`src/rtl/muldiv_unit_if.sv`:
```
// Issue-slot bundle between the pipeline and the HI/LO multiply/divide unit.
// The pipeline drives the master side; the unit implements the slave side.
interface muldiv_unit_if #(
    parameter int unsigned WIDTH = 32
);
    logic             start;
    logic [5:0]       funct;
    logic [WIDTH-1:0] a;
    logic [WIDTH-1:0] b;
    logic             stall;
    logic             busy;
    logic             done;
    logic [WIDTH-1:0] hi;
    logic [WIDTH-1:0] lo;
    logic [WIDTH-1:0] rdata;

    modport master (
        output start, funct, a, b,
        input  stall, busy, done, hi, lo, rdata
    );

    modport slave (
        input  start, funct, a, b,
        output stall, busy, done, hi, lo, rdata
    );
endinterface

```
`src/rtl/muldiv_unit.sv`:
```
// Iterative MIPS HI/LO unit: shift-add multiply and restoring divide, one bit per cycle,
// with sign fix-up in a final FIX cycle.
module muldiv_unit #(
    parameter int unsigned WIDTH = 32
) (
    input logic         clk,
    input logic         rst,
    muldiv_unit_if.slave bus
);
    localparam int unsigned CW = (WIDTH > 1) ? $clog2(WIDTH) : 1;
    localparam logic [CW-1:0] LAST = CW'(WIDTH - 1);

    localparam logic [5:0] F_MFHI  = 6'b010000;
    localparam logic [5:0] F_MTHI  = 6'b010001;
    localparam logic [5:0] F_MFLO  = 6'b010010;
    localparam logic [5:0] F_MTLO  = 6'b010011;
    localparam logic [5:0] F_MULT  = 6'b011000;
    localparam logic [5:0] F_MULTU = 6'b011001;
    localparam logic [5:0] F_DIV   = 6'b011010;
    localparam logic [5:0] F_DIVU  = 6'b011011;

    typedef enum logic [1:0] {StIdle, StMul, StDiv, StFix} state_e;

    state_e           state_q, state_d;
    logic [CW-1:0]    cnt_q, cnt_d;
    logic [WIDTH-1:0] acc_q, acc_d;
    logic [WIDTH-1:0] sh_q, sh_d;
    logic [WIDTH-1:0] opb_q, opb_d;
    logic [WIDTH-1:0] opa_q, opa_d;
    logic [WIDTH-1:0] hi_q, hi_d;
    logic [WIDTH-1:0] lo_q, lo_d;
    logic             neg_lo_q, neg_lo_d;
    logic             neg_hi_q, neg_hi_d;
    logic             divz_q, divz_d;
    logic             mul_q, mul_d;
    logic             done_q, done_d;

    logic             is_mul, is_div, is_hilo, is_sgn, busy, accept;
    logic             a_neg, b_neg;
    logic [WIDTH-1:0] a_mag, b_mag;
    logic [WIDTH:0]   mul_sum, div_shift, div_trial;
    logic [2*WIDTH-1:0] prod, prod_fix;
    logic [WIDTH-1:0] quo_fix, rem_fix;

    always_comb begin
        is_mul  = (bus.funct == F_MULT) || (bus.funct == F_MULTU);
        is_div  = (bus.funct == F_DIV) || (bus.funct == F_DIVU);
        is_hilo = is_mul || is_div || (bus.funct == F_MFHI) || (bus.funct == F_MTHI) ||
                  (bus.funct == F_MFLO) || (bus.funct == F_MTLO);
        is_sgn  = ~bus.funct[0];
        busy    = (state_q != StIdle);
        accept  = bus.start && !busy;
        a_neg   = is_sgn && bus.a[WIDTH-1];
        b_neg   = is_sgn && bus.b[WIDTH-1];
        a_mag   = a_neg ? -bus.a : bus.a;
        b_mag   = b_neg ? -bus.b : bus.b;
    end

    // Iteration datapath: acc is the running high half / partial remainder, sh the low half /
    // dividend-to-quotient shift register.
    always_comb begin
        mul_sum   = {1'b0, acc_q} + (sh_q[0] ? {1'b0, opb_q} : '0);
        div_shift = {acc_q, sh_q[WIDTH-1]};
        div_trial = div_shift - {1'b0, opb_q};
        prod      = {acc_q, sh_q};
        prod_fix  = neg_lo_q ? -prod : prod;
        quo_fix   = neg_lo_q ? -sh_q : sh_q;
        rem_fix   = neg_hi_q ? -acc_q : acc_q;
    end

    always_comb begin
        state_d  = state_q;
        cnt_d    = cnt_q;
        acc_d    = acc_q;
        sh_d     = sh_q;
        opb_d    = opb_q;
        opa_d    = opa_q;
        hi_d     = hi_q;
        lo_d     = lo_q;
        neg_lo_d = neg_lo_q;
        neg_hi_d = neg_hi_q;
        divz_d   = divz_q;
        mul_d    = mul_q;
        done_d   = 1'b0;
        case (state_q)
            StIdle: begin
                if (accept && (is_mul || is_div)) begin
                    state_d  = is_mul ? StMul : StDiv;
                    cnt_d    = '0;
                    acc_d    = '0;
                    sh_d     = a_mag;
                    opb_d    = b_mag;
                    opa_d    = bus.a;
                    mul_d    = is_mul;
                    neg_lo_d = a_neg ^ b_neg;
                    neg_hi_d = a_neg;
                    divz_d   = (bus.b == '0);
                end else if (accept && bus.funct == F_MTHI) begin
                    hi_d = bus.a;
                end else if (accept && bus.funct == F_MTLO) begin
                    lo_d = bus.a;
                end
            end
            StMul: begin
                acc_d = mul_sum[WIDTH:1];
                sh_d  = {mul_sum[0], sh_q[WIDTH-1:1]};
                cnt_d = cnt_q + CW'(1);
                if (cnt_q == LAST) state_d = StFix;
            end
            StDiv: begin
                if (!div_trial[WIDTH]) begin
                    acc_d = div_trial[WIDTH-1:0];
                    sh_d  = {sh_q[WIDTH-2:0], 1'b1};
                end else begin
                    acc_d = div_shift[WIDTH-1:0];
                    sh_d  = {sh_q[WIDTH-2:0], 1'b0};
                end
                cnt_d = cnt_q + CW'(1);
                if (cnt_q == LAST) state_d = StFix;
            end
            StFix: begin
                if (mul_q) begin
                    hi_d = prod_fix[2*WIDTH-1:WIDTH];
                    lo_d = prod_fix[WIDTH-1:0];
                end else if (divz_q) begin
                    hi_d = opa_q;
                    lo_d = '1;
                end else begin
                    hi_d = rem_fix;
                    lo_d = quo_fix;
                end
                done_d  = 1'b1;
                state_d = StIdle;
            end
            default: state_d = StIdle;
        endcase
    end

    always_ff @(posedge clk or posedge rst) begin
        if (rst) begin
            state_q  <= StIdle;
            cnt_q    <= '0;
            acc_q    <= '0;
            sh_q     <= '0;
            opb_q    <= '0;
            opa_q    <= '0;
            hi_q     <= '0;
            lo_q     <= '0;
            neg_lo_q <= 1'b0;
            neg_hi_q <= 1'b0;
            divz_q   <= 1'b0;
            mul_q    <= 1'b0;
            done_q   <= 1'b0;
        end else begin
            state_q  <= state_d;
            cnt_q    <= cnt_d;
            acc_q    <= acc_d;
            sh_q     <= sh_d;
            opb_q    <= opb_d;
            opa_q    <= opa_d;
            hi_q     <= hi_d;
            lo_q     <= lo_d;
            neg_lo_q <= neg_lo_d;
            neg_hi_q <= neg_hi_d;
            divz_q   <= divz_d;
            mul_q    <= mul_d;
            done_q   <= done_d;
        end
    end

    assign bus.busy  = busy;
    assign bus.done  = done_q;
    assign bus.hi    = hi_q;
    assign bus.lo    = lo_q;
    assign bus.stall = bus.start && busy && is_hilo;
    assign bus.rdata = (bus.funct == F_MFHI) ? hi_q :
                       (bus.funct == F_MFLO) ? lo_q : '0;
endmodule

```
`src/flat_wrapper.sv`:
```
// flat-port wrapper written by rule: the top's interface ports become plain ports
module muldiv_unit_flat 
#(
    parameter int unsigned WIDTH = 32
)
  (clk, rst, bus_start, bus_funct, bus_a, bus_b, bus_stall, bus_busy, bus_done, bus_hi, bus_lo, bus_rdata);
  muldiv_unit_if #(.WIDTH(WIDTH)) bus_i ();
  input logic clk;
  input logic rst;
  input wire logic [$bits(bus_i.start)-1:0] bus_start;
  input wire logic [$bits(bus_i.funct)-1:0] bus_funct;
  input wire logic [$bits(bus_i.a)-1:0] bus_a;
  input wire logic [$bits(bus_i.b)-1:0] bus_b;
  output wire logic [$bits(bus_i.stall)-1:0] bus_stall;
  output wire logic [$bits(bus_i.busy)-1:0] bus_busy;
  output wire logic [$bits(bus_i.done)-1:0] bus_done;
  output wire logic [$bits(bus_i.hi)-1:0] bus_hi;
  output wire logic [$bits(bus_i.lo)-1:0] bus_lo;
  output wire logic [$bits(bus_i.rdata)-1:0] bus_rdata;
  assign bus_i.start = bus_start;
  assign bus_i.funct = bus_funct;
  assign bus_i.a = bus_a;
  assign bus_i.b = bus_b;
  assign bus_stall = bus_i.stall;
  assign bus_busy = bus_i.busy;
  assign bus_done = bus_i.done;
  assign bus_hi = bus_i.hi;
  assign bus_lo = bus_i.lo;
  assign bus_rdata = bus_i.rdata;
  muldiv_unit #(.WIDTH(WIDTH)) u_core (.clk(clk), .rst(rst), .bus(bus_i));
endmodule
```
`config.mk`:
```
export PLATFORM = sky130hd
export DESIGN_NAME = muldiv_unit_flat
export DESIGN_NICKNAME = d
export VERILOG_FILES = /design/src/rtl/muldiv_unit_if.sv /design/src/rtl/muldiv_unit.sv /design/src/flat_wrapper.sv
export SDC_FILE = /design/constraint.sdc
export NUM_CORES = 1
export LEC_CHECK = 0
export BUFFER_PORTS_ARGS = -buffer_cell sky130_fd_sc_hd__buf_2
export CAP_MARGIN = 10
export CORE_ASPECT_RATIO = 1.1
export CORE_MARGIN = 10
export CORE_UTILIZATION = 30
export DETAILED_ROUTE_END_ITERATION = 6
export SLEW_MARGIN = 20
export SYNTH_ARGS = -nofsm -noshare
export SYNTH_HDL_FRONTEND = slang
export SYNTH_SLANG_ARGS = --single-unit
```
`constraint.sdc`:
```
create_clock -name clk -period 12.8 [get_ports clk]
set_input_delay 1.28 -clock clk [delete_from_list [all_inputs] [get_ports clk]]
set_output_delay 1.28 -clock clk [all_outputs]
set_load 0.02 [all_outputs]
```
# Word-level counts from Yosys, hierarchy flattened
# Cells that the tools add are included.
# op_classes
magnitude_cmp	0
n_bitwise	2
mux	32
shifts	0
div_mod_pow	0
n_eq_ne	18
reduce_logical	29
n_addsub	8
n_mul	0
# ops
op	count
32-bit two-way mux	19
32-bit one-hot mux with 3 select lines	2
32-bit negator	4
32-bit one-hot mux with 2 select lines	2
64-bit two-way mux	1
64-bit negator	1
6-bit by 5-bit equality test with 1-bit output, second input constant	8
32-bit by 33-bit adder with 33-bit output	1
33-bit by 32-bit subtractor with 33-bit output	1
32-bit logical NOT	1
5-bit one-hot mux with 2 select lines	1
1-bit logical AND	8
2-bit by 1-bit != test with 1-bit output, second input constant	4
2-bit AND reduction	4
1-bit logical OR	7
2-bit two-way mux	3
2-bit one-hot mux with 3 select lines	1
2-bit nonzero test	3
5-bit by 1-bit adder with 5-bit output, second input constant	1
5-bit equality test, second input constant	1
5-bit two-way mux	1
2-bit equality test, second input constant	2
2-bit != test, second input constant	2
4-bit AND reduction	1
9 further kinds	10
# totals
ramBits	0
n_memories	0
ff_bits	204
output_inout_bits	99
wordCells	102
in_bits	73
latch_bits	0
romBits	0

# Longest topological paths before layout
# logic_depth
ltp_word	8
ltp_mapped	14
depth_no_buf	13

# Least setup slack after synthesis
# OpenSTA, ideal clock, no wires.
# synth_timing
path_type	input-to-reg
start	input bus_b[4]
end	register u_core.opb_q[29]
setup_slack_ps	8867
arrival_time_ps	3804
cell_stages	9
cell_sequence	or3_1 -> or4_4 -> nor4b_4 -> nand2_1 -> or4_1 -> or4_4 -> o31ai_2 -> xor2_1 -> o21ai_1
# synth_via
elab_chain_cells	2
# synth_rtl
element	line	text
start, declared	flat_wrapper.sv:13	input wire logic [$bits(bus_i.b)-1:0] bus_b;
32-bit negator	muldiv_unit.sv:56	b_mag = b_neg ? -bus.b : bus.b;
32-bit two-way mux	muldiv_unit.sv:56	
end signal, assigned	muldiv_unit.sv:159	opb_q <= opb_d;
end, declared	muldiv_unit.sv:28	logic [WIDTH-1:0] opb_q, opb_d;
# Every way passes these cells.
# A chain may end at the register's enable or synchronous reset.

# Final worst setup path
# layout_timing
start	register u_core.sh_q[3]
end	register u_core.hi_q[25] (netlist: u_core.bus.hi[25])
# layout_via
elab_chain_cells	4
# layout_rtl
element	line	text
start, declared	muldiv_unit.sv:27	logic [WIDTH-1:0] sh_q, sh_d;
start signal, assigned	muldiv_unit.sv:144	sh_q <= '0;
start signal, assigned	muldiv_unit.sv:158	sh_q <= sh_d;
64-bit negator	muldiv_unit.sv:66	prod_fix = neg_lo_q ? -prod : prod;
64-bit two-way mux	muldiv_unit.sv:66	
32-bit two-way mux	muldiv_unit.sv:122	if (mul_q) begin
32-bit one-hot mux with 2 select lines	muldiv_unit.sv:85	case (state_q)
end signal, assigned	muldiv_unit.sv:161	hi_q <= hi_d;
end, declared	muldiv_unit.sv:30	logic [WIDTH-1:0] hi_q, hi_d;
# Every way passes these cells.

==> results.py <==
metrics = {
    "logic_synthesis": {
        "synth_top_area_share_pct": 29.9,
        "avgSynthCellArea_um2": 7.68,
        "yosysMostFrequentCell": "nand2_1",
        "ys_types": 78,
        "yosys.area_share.simple_pct": 21.0,
        "async_reset_ff_share_pct": 100,
        "synth_edf_count": 0,
        "synth-compound-area-share_pct": 25.2,
        "synthTopCellsByArea": "dfrtp_1 30%, nand2_1 7.9%, o21ai_0 7.4%",
        "postSynthCellCount": 2226,
        "netlist_area_um2": 17100,
        "synthAdderAreaFrac_pct": 5.72,
        "ys_warn_count": 0,
        "ys_seq_area_share_pct": 29.9,
        "yosysTopAreaCell": "dfrtp_1",
        "muxShareOfSynthArea_pct": 4.20,
        "synth_top_family_by_area": "compound AO/OA/AOI/OAI gates",
        "synth_ff_type": "dfrtp_1",
        "netlist_top_cells_count": "359 x nand2_1, 252 x o21ai_0, 204 x dfrtp_1, 179 x nor2_1, 141 x a21oi_1",
        "syn-num-nets": 2376,
        "post_synth_xor_area_fraction_pct": 8.91,
        "ys_seq_elements": 204,
    },
    "power": {
        "p_leak_nw": 8.65,
        "peakVddDrop_uv": 165,
        "powerDensity_nw_per_um2": 281,
    },
    "clock_network": {
        "clock_sinks": 204,
        "cts_hold_buf": 0,
        "numCtsBuffers": 27,
        "postCtsSetupRepairBufs": 0,
        "ctsResizeCount": 0,
        "root_buffer": "clkbuf_16",
        "ctsHtreeMaxLevel": 1,
        "cts_max_path_buffers": 3,
        "cts_tree": "done",
        "insertion_delay_ns": 0.58,
        "clk_pin_slew_ns": 0.06,
    },
    "cells_and_area": {
        "stdcell_count": 3063,
        "register_area_um2": 5100,
        "final_nets": 2444,
        "syn2layout_area_growth_pct": 13.9,
        "multi_input_area_um2": 11200,
        "drive_gt1_share_pct": 12.9,
        "final_area_um2": 19500,
        "post-route-util_pct": 34.6,
        "fillers": 5923,
    },
    "place": {
        "portBuffers": 171,
        "place_area_um2": 18600,
        "hpwl_um": 46200,
        "gp_congestion": 0.931,
        "dp.cells": 3009,
    },
    "drt": {
        "drtPass1Iterations": 7,
        "post-route-drc-count": 1,
        "drt_iter0_drc": 1537,
        "drt_wl_total_um": 62000,
        "vias": 16900,
        "avgRoutedWirePerCell_um": 20.2,
        "drtAntennaViolNets": 0,
        "via_per_inst": 5.51,
    },
    "worst_setup_path": {
        "cpPeakStageDelay_ns": 0.81,
        "crit_chain": "or4_1 > nor4_1 > nand4_1 > or2_2 > o21ai_0 > o21ai_0 > a2111oi_0 > nor3_1",
        "rrSetupSlack_ns": 8.38,
        "crit_type": "reg -> reg",
        "critPathMaxFanout": 8,
        "cp-end-kind": "flop",
        "required_ns": 13.23,
        "critPathMostFrequentCell": "o21ai_0",
        "startpoint_type": "flop",
        "critPathSlowestCell": "nor4_1",
        "crit_arrival_ns": 4.85,
    },
    "floorplan": {
        "dieHeight_um": 270,
        "die_w_um": 248,
        "dieArea_um2": 67000,
        "ios": 172,
        "core_um2": 56200,
        "rows": 91,
        "start_util_pct": 30.4,
    },
    "global_route": {
        "grt_overflow": 0,
        "grt_max_degree": 107,
        "grt_pass1_wl_um": 94900,
        "grt_pass1_vias": 16000,
        "grt_usage_pct": 17.7,
        "antenna_found_initial": 5,
    },
    "timing": {
        "slew_viol_final": 0,
        "post-route-min-period_ns": 4.42,
        "hold_viol_final": 0,
        "setup_viol": 0,
        "max_slew_margin_pct": 26.5,
        "worst_slew_pin_slew_ns": 1.09,
        "rsz0062_at_grt": "false",
        "setup_total_negative_slack_ns": 0,
        "period_share_pct": 34.5,
        "fin_worst_skew_ns": 0.0148,
        "fmax_mhz": 226,
    },
    "job": {
        "max_cap_viol_count": 0,
    },
    "status": {
        "status": "finished, violations left",
        "violations": "DRC",
    },
    "hold_path": {
        "hp-class": "reg -> reg",
    },
}
-- final timing paths --
kind / end / startpoint / cells after the start
setup / recovery: u_core.bus.hi[25] / u_core.sh_q[3] / 8
hold / removal: u_core.opb_q[27] / u_core.opb_q[27] / 2
setup reg to reg: u_core.bus.hi[25] / u_core.sh_q[3] / 8
hold reg to reg: u_core.opb_q[27] / u_core.opb_q[27] / 2
max in group asynchronous: u_core.bus.lo[18] / rst / 4
min in group asynchronous: u_core.opb_q[4] / rst / 2
-- where the power goes --
part,switching [W],internal [W]
sequential,0.000361,0.000939
combinational,0.00215,0.00123
clock,0.000323,0.000468
-- cell type report --
| class | instances | share of cell area, % |
|---|---|---|
| sequential | 204 | 26.2 |
| tap | 744 | 4.78 |
| timing repair buffer | 203 | 5.63 |
| clock inverter | 17 | 0.983 |
| multi-input combinational | 1793 | 57.3 |
| antenna | 4 | 0.0514 |
| inverter | 65 | 1.29 |
| clock buffer | 33 | 3.74 |
-- state kept, by name, summed over array words and instances (netlist names) --
signal,flops
u_core.bus.done,1
u_core.bus.lo,32
u_core.state_q,2
u_core.opb_q,32
u_core.bus.hi,32
u_core.neg_hi_q,1
u_core.mul_q,1
u_core.divz_q,1
u_core.opa_q,32
u_core.acc_q,32
u_core.neg_lo_q,1
u_core.cnt_q,5
u_core.sh_q,32
-- cell usage in the layout (no fill, tap or decap), types with 9 or more instances in the layout --
master	instances
o211ai_1	14
or3_1	26
a21oi_1	139
a21o_1	24
ha_1	73
xnor2_1	84
o221ai_1	16
nor2b_1	16
nor4_1	18
o41ai_1	16
a211o_1	9
a211oi_1	12
clkbuf_16	27
and3_1	19
inv_1	64
a22oi_1	45
dfrtp_1	204
nor2_1	179
o22ai_1	39
nand2b_1	18
or4_1	21
nand4_1	9
o21ai_0	252
nor3_1	39
nand3_1	25
mux2i_1	65
o21a_1	11
xor2_1	90
o31ai_1	26
buf_4	32
nand2_1	359
buf_2	171
a31oi_1	14
-- worst max-delay path: cells and delay by family, from the launching register on --
family	cells	cell delay, ns
and+or+nand+nor	5	2.47
AOI/OAI and AO/OA	3	1.31
DFF	1	0.47
-- metrics by stage --
step	hold WS [ns]	total power [W]	worst slack, ns
after global routing	0.494	0.00590	8.21
after detailed placement	0.463	0.00464	8.43
after global placement	0.456	0.00457	8.40
after CTS	0.478	0.00545	8.38
final	0.474	0.00547	8.38
after floorplan	0.440	0.00365	5.95
-- cells by family (layout without fill, tap and decap cells) --
family,Yosys count,after routing
and+or+nand+nor,779,779
AOI/OAI and AO/OA,692,692
buffers and inverters,229,318
DFF,204,204
xor gates and xnor gates,174,174
adders and majority gates,77,77
muxes,71,71
other,0,4
-- routing by layer --
| layer | wire, um | track usage [%] | up-vias |
|---|---|---|---|
| li1 | - | - | 8109 |
| met1 | 27100 | 23.6 | 8020 |
| met2 | 28000 | 28.2 | 660 |
| met3 | 4870 | 2.80 | 96 |
| met4 | 2090 | 6.47 | 0 |
| met5 | 0 | 0 | - |
Power figures use the tool's default switching activity.
